===== config.mk =====
export PLATFORM = sky130hd
export DESIGN_NAME = round_sequencer_flat
export DESIGN_NICKNAME = d
export VERILOG_FILES = /design/src/rtl/round_sequencer_if.sv /design/src/rtl/round_sequencer.sv /design/src/flat_wrapper.sv
export SDC_FILE = /design/constraint.sdc
export NUM_CORES = 1
export LEC_CHECK = 0
export ABC_CLOCK_PERIOD_IN_PS = 6840
export CAP_MARGIN = 5
export CORE_MARGIN = 2
export CORE_UTILIZATION = 60
export DETAILED_ROUTE_END_ITERATION = 7
export PLACE_DENSITY = 0.92
export SLEW_MARGIN = 5
export SYNTH_ARGS = -nofsm -noshare
export SYNTH_HDL_FRONTEND = slang
export SYNTH_SLANG_ARGS = --single-unit

===== constraint.sdc =====
create_clock -name clk -period 6.84 [get_ports clk]
set_input_delay 1.368 -clock clk [delete_from_list [all_inputs] [get_ports clk]]
set_output_delay 1.368 -clock clk [all_outputs]
set_load 0.005 [all_outputs]

===== src/rtl/round_sequencer_if.sv =====
// Handshake bundle between the round sequencer and its environment:
// the player's go pulse on one side, the move checker's start/verdict on the other.
interface round_sequencer_if;
    logic        go;
    logic        ready_in;
    logic        correct_in;
    logic        start;
    logic [12:0] move;
    logic [28:0] play_freq;
    logic [9:0]  score;
    logic [1:0]  lives;
    logic        playing;
    logic        game_over;
    logic        hit;
    logic        miss;

    modport master (
        output go, ready_in, correct_in,
        input  start, move, play_freq, score, lives, playing, game_over, hit, miss
    );

    modport slave (
        input  go, ready_in, correct_in,
        output start, move, play_freq, score, lives, playing, game_over, hit, miss
    );
endinterface


===== src/rtl/round_sequencer.sv =====
// Game-round controller: draws a random one-hot move, starts the checker,
// then scores its verdict and shortens the play interval after every hit.
module round_sequencer #(
    parameter int unsigned INIT_FREQ     = 100000000,
    parameter int unsigned MIN_FREQ      = 25000000,
    parameter int unsigned SPEEDUP_SHIFT = 4,
    parameter int unsigned LIVES         = 3,
    parameter logic [15:0] SEED          = 16'hACE1
) (
    input logic              clk,
    input logic              rst,
    round_sequencer_if.slave bus
);
    localparam logic [28:0] INIT_F    = 29'(INIT_FREQ);
    localparam logic [28:0] MIN_F     = 29'(MIN_FREQ);
    localparam logic [1:0]  LIVES_V   = 2'(LIVES);
    localparam logic [15:0] SEED_V    = (SEED == 16'h0000) ? 16'h0001 : SEED;
    localparam logic [15:0] LFSR_MASK = 16'hB400;

    typedef enum logic [2:0] {IDLE, DRAW, ISSUE, WAIT, OVER} state_t;

    state_t      r_state;
    state_t      w_next;
    logic [15:0] r_lfsr;
    logic [12:0] r_move;
    logic [28:0] r_freq;
    logic [9:0]  r_score;
    logic [1:0]  r_lives;
    logic        r_playing;
    logic        r_game_over;
    logic        r_hit;
    logic        r_miss;

    logic [3:0]  w_idx;
    logic        w_draw_ok;
    logic        w_go_ok;
    logic        w_eval;

    function automatic logic [9:0] f_sat_score(input logic [9:0] s);
        return (s >= 10'd999) ? 10'd999 : s + 10'd1;
    endfunction

    function automatic logic [28:0] f_speedup(input logic [28:0] f);
        logic [28:0] nf;
        nf = f - (f >> SPEEDUP_SHIFT);
        return (nf < MIN_F) ? MIN_F : nf;
    endfunction

    assign w_idx     = r_lfsr[3:0];
    assign w_draw_ok = (w_idx < 4'd13);
    assign w_go_ok   = ((r_state == IDLE) || (r_state == OVER)) && bus.go;
    assign w_eval    = (r_state == WAIT) && bus.ready_in;

    always_ff @(posedge clk) begin
        if (rst) r_state <= IDLE;
        else     r_state <= w_next;
    end

    always_comb begin
        w_next = r_state;
        case (r_state)
            IDLE, OVER: if (bus.go) w_next = DRAW;
            DRAW:       if (w_draw_ok) w_next = ISSUE;
            ISSUE:      w_next = WAIT;
            WAIT: begin
                if (bus.ready_in) begin
                    if (bus.correct_in)        w_next = DRAW;
                    else if (r_lives == 2'd1)  w_next = OVER;
                    else                       w_next = DRAW;
                end
            end
            default:    w_next = IDLE;
        endcase
    end

    // LFSR free-runs in every state so the draw depends on when the player pressed go
    always_ff @(posedge clk) begin
        if (rst) begin
            r_lfsr      <= SEED_V;
            r_move      <= '0;
            r_freq      <= INIT_F;
            r_score     <= '0;
            r_lives     <= LIVES_V;
            r_playing   <= 1'b0;
            r_game_over <= 1'b0;
            r_hit       <= 1'b0;
            r_miss      <= 1'b0;
        end else begin
            r_lfsr <= {1'b0, r_lfsr[15:1]} ^ (r_lfsr[0] ? LFSR_MASK : 16'h0000);
            r_hit  <= w_eval && bus.correct_in;
            r_miss <= w_eval && !bus.correct_in;

            if (w_go_ok) begin
                r_score     <= '0;
                r_lives     <= LIVES_V;
                r_freq      <= INIT_F;
                r_playing   <= 1'b1;
                r_game_over <= 1'b0;
            end

            if ((r_state == DRAW) && w_draw_ok)
                r_move <= 13'b1 << w_idx;

            // Interval only moves here, so the checker never sees it change mid-round
            if (w_eval) begin
                if (bus.correct_in) begin
                    r_score <= f_sat_score(r_score);
                    r_freq  <= f_speedup(r_freq);
                end else begin
                    r_lives <= r_lives - 2'd1;
                    if (r_lives == 2'd1) begin
                        r_playing   <= 1'b0;
                        r_game_over <= 1'b1;
                    end
                end
            end
        end
    end

    assign bus.start     = (r_state == ISSUE);
    assign bus.move      = r_move;
    assign bus.play_freq = r_freq;
    assign bus.score     = r_score;
    assign bus.lives     = r_lives;
    assign bus.playing   = r_playing;
    assign bus.game_over = r_game_over;
    assign bus.hit       = r_hit;
    assign bus.miss      = r_miss;
endmodule


===== src/flat_wrapper.sv =====
// flat-port wrapper written by rule: the top's interface ports become plain ports
module round_sequencer_flat 
#(
    parameter int unsigned INIT_FREQ     = 100000000,
    parameter int unsigned MIN_FREQ      = 25000000,
    parameter int unsigned SPEEDUP_SHIFT = 4,
    parameter int unsigned LIVES         = 3,
    parameter logic [15:0] SEED          = 16'hACE1
)
  (clk, rst, bus_go, bus_ready_in, bus_correct_in, bus_start, bus_move, bus_play_freq, bus_score, bus_lives, bus_playing, bus_game_over, bus_hit, bus_miss);
  round_sequencer_if bus_i ();
  input logic clk;
  input logic rst;
  input wire logic [$bits(bus_i.go)-1:0] bus_go;
  input wire logic [$bits(bus_i.ready_in)-1:0] bus_ready_in;
  input wire logic [$bits(bus_i.correct_in)-1:0] bus_correct_in;
  output wire logic [$bits(bus_i.start)-1:0] bus_start;
  output wire logic [$bits(bus_i.move)-1:0] bus_move;
  output wire logic [$bits(bus_i.play_freq)-1:0] bus_play_freq;
  output wire logic [$bits(bus_i.score)-1:0] bus_score;
  output wire logic [$bits(bus_i.lives)-1:0] bus_lives;
  output wire logic [$bits(bus_i.playing)-1:0] bus_playing;
  output wire logic [$bits(bus_i.game_over)-1:0] bus_game_over;
  output wire logic [$bits(bus_i.hit)-1:0] bus_hit;
  output wire logic [$bits(bus_i.miss)-1:0] bus_miss;
  assign bus_i.go = bus_go;
  assign bus_i.ready_in = bus_ready_in;
  assign bus_i.correct_in = bus_correct_in;
  assign bus_start = bus_i.start;
  assign bus_move = bus_i.move;
  assign bus_play_freq = bus_i.play_freq;
  assign bus_score = bus_i.score;
  assign bus_lives = bus_i.lives;
  assign bus_playing = bus_i.playing;
  assign bus_game_over = bus_i.game_over;
  assign bus_hit = bus_i.hit;
  assign bus_miss = bus_i.miss;
  round_sequencer #(.INIT_FREQ(INIT_FREQ), .MIN_FREQ(MIN_FREQ), .SPEEDUP_SHIFT(SPEEDUP_SHIFT), .LIVES(LIVES), .SEED(SEED)) u_core (.clk(clk), .rst(rst), .bus(bus_i));
endmodule

Word-level counts from Yosys, hierarchy flattened
Cells that the tools add are included.
- memories: 0
- output and inout port bits: 59
- memory bits (writable): 0
- bits in latches: 0
- bits in registers: 77
- word-level logic and storage cells: 62
- input bits: 5
- memory bits (read-only): 0
- magnitude comparators: 3
- shift operators: 1
- $mul: 0
- eq/ne operators: 8
- $add $sub $neg: 3
- bitwise operators: 1
- multiplexer cells: 26
- div/mod/pow operators: 0
- reductions and logical operators: 10
- operators with widths (cell ; number):
    two-way mux 29 bit ; 4
    two-way mux 10 bit ; 4
    < comparator 29 x 25 -> 1 bit (second input constant) ; 1
    subtractor 29 x 25 -> 29 bit ; 1
    two-way mux 16 bit ; 1
    bitwise XOR 15 x 16 -> 16 bit ; 1
    two-way mux 3 bit ; 5
    << shifter 1 x 4 -> 13 bit (first input constant) ; 1
    one-hot mux 3 bit (4 select lines) ; 1
    adder 10 x 1 -> 10 bit (second input constant) ; 1
    greater-or-equal comparator 10 bit (second input constant) ; 1
    two-way mux 1 bit ; 8
    equality test 3 x 2 -> 1 bit (second input constant) ; 2
    two-way mux 2 bit ; 3
    logical AND 1 bit ; 5
    < comparator 4 bit (second input constant) ; 1
    != test 2 bit (second input constant) ; 2
    equality test 3 x 1 -> 1 bit (second input constant) ; 1
    equality test 3 bit (second input constant) ; 1
    zero test 3 bit ; 1
    AND reduction 3 bit ; 1
    equality test 2 x 1 -> 1 bit (second input constant) ; 1
    != test 2 x 1 -> 1 bit (second input constant) ; 1
    OR reduction 2 bit ; 1
    other kinds (3) ; 3

Depth between registers and ports, before layout
- depth after elaboration: 7
- mapped depth: 13
- mapped depth without buffers: 12

Worst setup path before layout
Ideal clock, no wire load.
- path type: register to register
- from: register u_core.r_freq[0], in the netlist u_core.bus.play_freq[0]
- to: register u_core.r_freq[17], in the netlist u_core.bus.play_freq[17]
- stages on the path, launching flop included: 13
- setup time: 117 ps
- clock period less this slack: 3156 ps
- path buffers: 0
- data arrival time: 3039 ps
- data required time: 6723 ps
- setup slack: 3684 ps
- cell sequence: dfxtp_1 > inv_1 > ha_1 > fa_1 > nand2b_1 > a21oi_1 > o21ai_0 > a21oi_1 > a2111oi_1 > or4b_4 > nor4b_4 > o211ai_4 > a32o_2
- word-level cells in the longest chain between the ends: 5
- RTL lines (what ; line ; source):
    from (decl) ; round_sequencer.sv:26 ; logic [28:0] r_freq;
    from (signal assigned) ; round_sequencer.sv:108 ; r_freq <= f_speedup(r_freq);
    subtractor 29 x 25 -> 29 bit (*) ; round_sequencer.sv:45 ; nf = f - (f >> SPEEDUP_SHIFT);
    < comparator 29 x 25 -> 1 bit ; round_sequencer.sv:46 ; return (nf < MIN_F) ? MIN_F : nf;
    two-way mux 29 bit (*) ; round_sequencer.sv:46 ;
    two-way mux 29 bit (*) ; round_sequencer.sv:106 ; if (bus.correct_in) begin
    two-way mux 29 bit (*) ; round_sequencer.sv:105 ; if (w_eval) begin
Every way passes the cells marked *; elsewhere a longest branch is shown, timed or not.
A chain may end at the register's enable or synchronous reset.

Final worst setup path
- from: register u_core.r_freq[15], in the netlist u_core.bus.play_freq[15]
- to: register u_core.r_freq[17], in the netlist u_core.bus.play_freq[17]
Same word-level chain as after synthesis.

==> flow_summary.toml <==
[outcome]
status = "complete, no violations"

[drt]
first_pass_iters = 5
wl_um = 13200
top_layer = "met4"
ant_nets = 0
wl_met1_um = 5460
drc = 0
via_count = 4762
wl_met2_um = 6340
wl_met3_um = 853
wl_per_cell_um = 17.6
drtIter0Drc = 374
viasPerCell = 6.36

[worst_hold_path]
hold_class = "register to register"

[yosys]
syn_area_um2 = 4770
synth.net_count = 629
yosysUniqueCellTypes = 68
synth_cells = 596
post-synth-top-area-fraction_pct = 32.3
yosys_most_used_dff = "dfxtp_1"
ys_ff_latch = 77
yosysTopAreaCell = "dfxtp_1"
yosysSeqAreaShare_pct = 32.3
avgSynthCellArea_um2 = 8.00
synth_enable_flop_cells = 0
synth.area.top_cells = "dfxtp_1, ha_1, a21oi_1, nor2_1, nand2_1"
async_flop_share_pct = 0
yosys_warnings = 0

[clock_network]
h-tree-depth = 3
cts_setup_buffers = 0
cts_hold_buf = 0
clkSlewWorstSetupHoldPaths_ps = 80
cts_buffers = 9
cts_resized = 0
clk_path_buf_depth = 2
tritoncts = "built"
cts.sinks = 77
clock_latency_ps = 350
root_buffer = "clkbuf_8"

[power]
peakVddDrop_v = 0.000205
power_w = 0.00101
leakagePower_nw = 2.20
power_density_nw_per_um2 = 179

[finish]
drive_above_1_share_pct = 7.26
syn_to_final_growth_pct = 18.3
final_util_pct = 73.0
antenna_cells = 0
nets = 675
post-route-cell-area_um2 = 5640
final_cells = 749

[floorplanning]
coreArea_um2 = 7730
die_y_um = 93.1
die_w_um = 93.1
initial_core_util_pct = 61.7
io_pins = 64
dieArea_um2 = 8670
rows = 32

[sta]
fin_tns_setup_ps = 0
fmax_mhz = 278
tightest_slew_ps = 1040
slew_viol_final = 0
setup_viol = 0
hold_viol_final = 0
finalCritPeriodShare_pct = 52.7
relSlewSlack_pct = 30.2
min_period_ps = 3600
finalClockSkew_ps = 6.80
grt_setup_unrepaired = "no"

[placed_design]
port_buffers = 63
dpl.hpwl_um = 9790
placedInstanceArea_um2 = 5390
gp_congestion = 0.952
place_inst = 733

[grt]
grt_max_degree = 44
antenna_found_initial = 0
grt_usage_pct = 31.1
grt_pass1_wl_um = 21600
overflow = 0
first_global_vias = 4516

[setup_path]
critPathMaxFanout = 9
worstSetupEndpointType = "register"
critPathLaunchType = "register"
cp_data_arrival_time_ps = 3850
path_class = "register to register"
worst-endpoint-required_ps = 7090

[flow_run]
drv_cap = 0
## power by group
| group | switching (W) | total, W | internal (W) | leakage (nW) |
|---|---|---|---|---|
| registers | 0.0000126 | 0.000473 | 0.000461 | 0.627 |
| logic | 0.0000685 | 0.000111 | 0.0000427 | 1.45 |
| clock network | 0.000176 | 0.000423 | 0.000247 | 0.123 |
| total | 0.000258 | 0.00101 | 0.000750 | 2.20 |
## cell type report
type | instances | area (um^2)
multi-input cells | 447 | 2920
fillers | 586 | 2090
flip-flops and latches | 77 | 1540
repair buffers | 64 | 638
inverters | 43 | 161
clock buffers | 10 | 128
well taps | 102 | 128
clock inverters | 6 | 119
## cells in the final DEF, fill, tap and decap left out, drive strengths merged, types with 7 or more instances in the layout
master and instances:
o21ai 33, nand3 18, clkdlybuf4s50 63, clkbuf 10
nand2 44, xnor2 16, o211ai 7, a211oi 10
nor4 9, nor2 56, nand2b 13, inv 45
or2 10, xor2 7, nor3 22, nor2b 10
ha 27, a21oi 61, dfxtp 77, nand4 8
## flip-flops by register name (all words and copies together), names as in the netlist, 2 cells and up
signal                cells
u_core.bus.play_freq     29
u_core.r_lfsr            16
u_core.bus.move          13
u_core.bus.score         10
u_core.r_state            3
u_core.bus.lives          2
## Yosys cell counts (3+ instances only)
cell and n:
a211oi_1 9, a21o_1 6, a21oi_1 56, a21oi_2 5
a22oi_1 4, a311oi_1 3, a31oi_1 6, a32o_1 3
a32oi_1 6, and2_1 6, and3_1 6, buf_2 7
buf_6 3, clkbuf_1 18, dfxtp_1 77, ha_1 27
inv_1 42, nand2_1 44, nand2b_1 13, nand3_1 18
nand4_1 8, nor2_1 56, nor2b_1 10, nor3_1 22
nor4_1 9, o2111ai_1 4, o211ai_1 5, o21a_1 6
o21ai_0 25, o21ai_1 6, o21bai_1 3, o31ai_1 5
o32a_1 3, o32ai_1 5, or2_2 9, xnor2_1 16
xor2_1 7
## critical path, cell delays in order, from the launching register on
cell and delay [ps]:
dfxtp_1 490, inv_1 80, ha_1 380, a21oi_1 270, o21ai_1 140, or2_1 290, o211ai_2 230, a21oi_2 100
or4b_4 550, nor4b_4 430, o211ai_4 220, a32o_2 310
## through the flow
step                      hold slack, ps  worst slack [ps]
final                                416              3240
after global routing                 433              3030
after CTS                            417              3270
after detailed placement             393              3050
after global placement               398              3180
after floorplan                      389              3680
## worst paths after layout
check / start / end / slack [ps] / depth (start not counted)
worst max-delay path: u_core.bus.play_freq[15] / u_core.bus.play_freq[17] / 3240 / 11
worst min-delay path: u_core.r_lfsr[8] / u_core.r_lfsr[7] / 420 / 1
worst min register to register: u_core.r_lfsr[8] / u_core.r_lfsr[7] / 420 / 1
worst max register to register: u_core.bus.play_freq[15] / u_core.bus.play_freq[17] / 3240 / 11
## cell families after synthesis
| family | synth area share, % |
|---|---|
| AOI/OAI and AO/OA | 27.4 |
| xor gates and xnor gates | 4.23 |
| adders and majority gates | 7.51 |
| buffers and inverters | 6.35 |
| DFF | 32.3 |
| and+or+nand+nor | 22.2 |
## routing by layer
layer	vias up	GRT usage, %
met4	0	14.8
met3	55	5.48
met5	-	0
met1	2230	37.9
met2	219	53.1
li1	2258	-
Power figures use the tool's default switching activity.
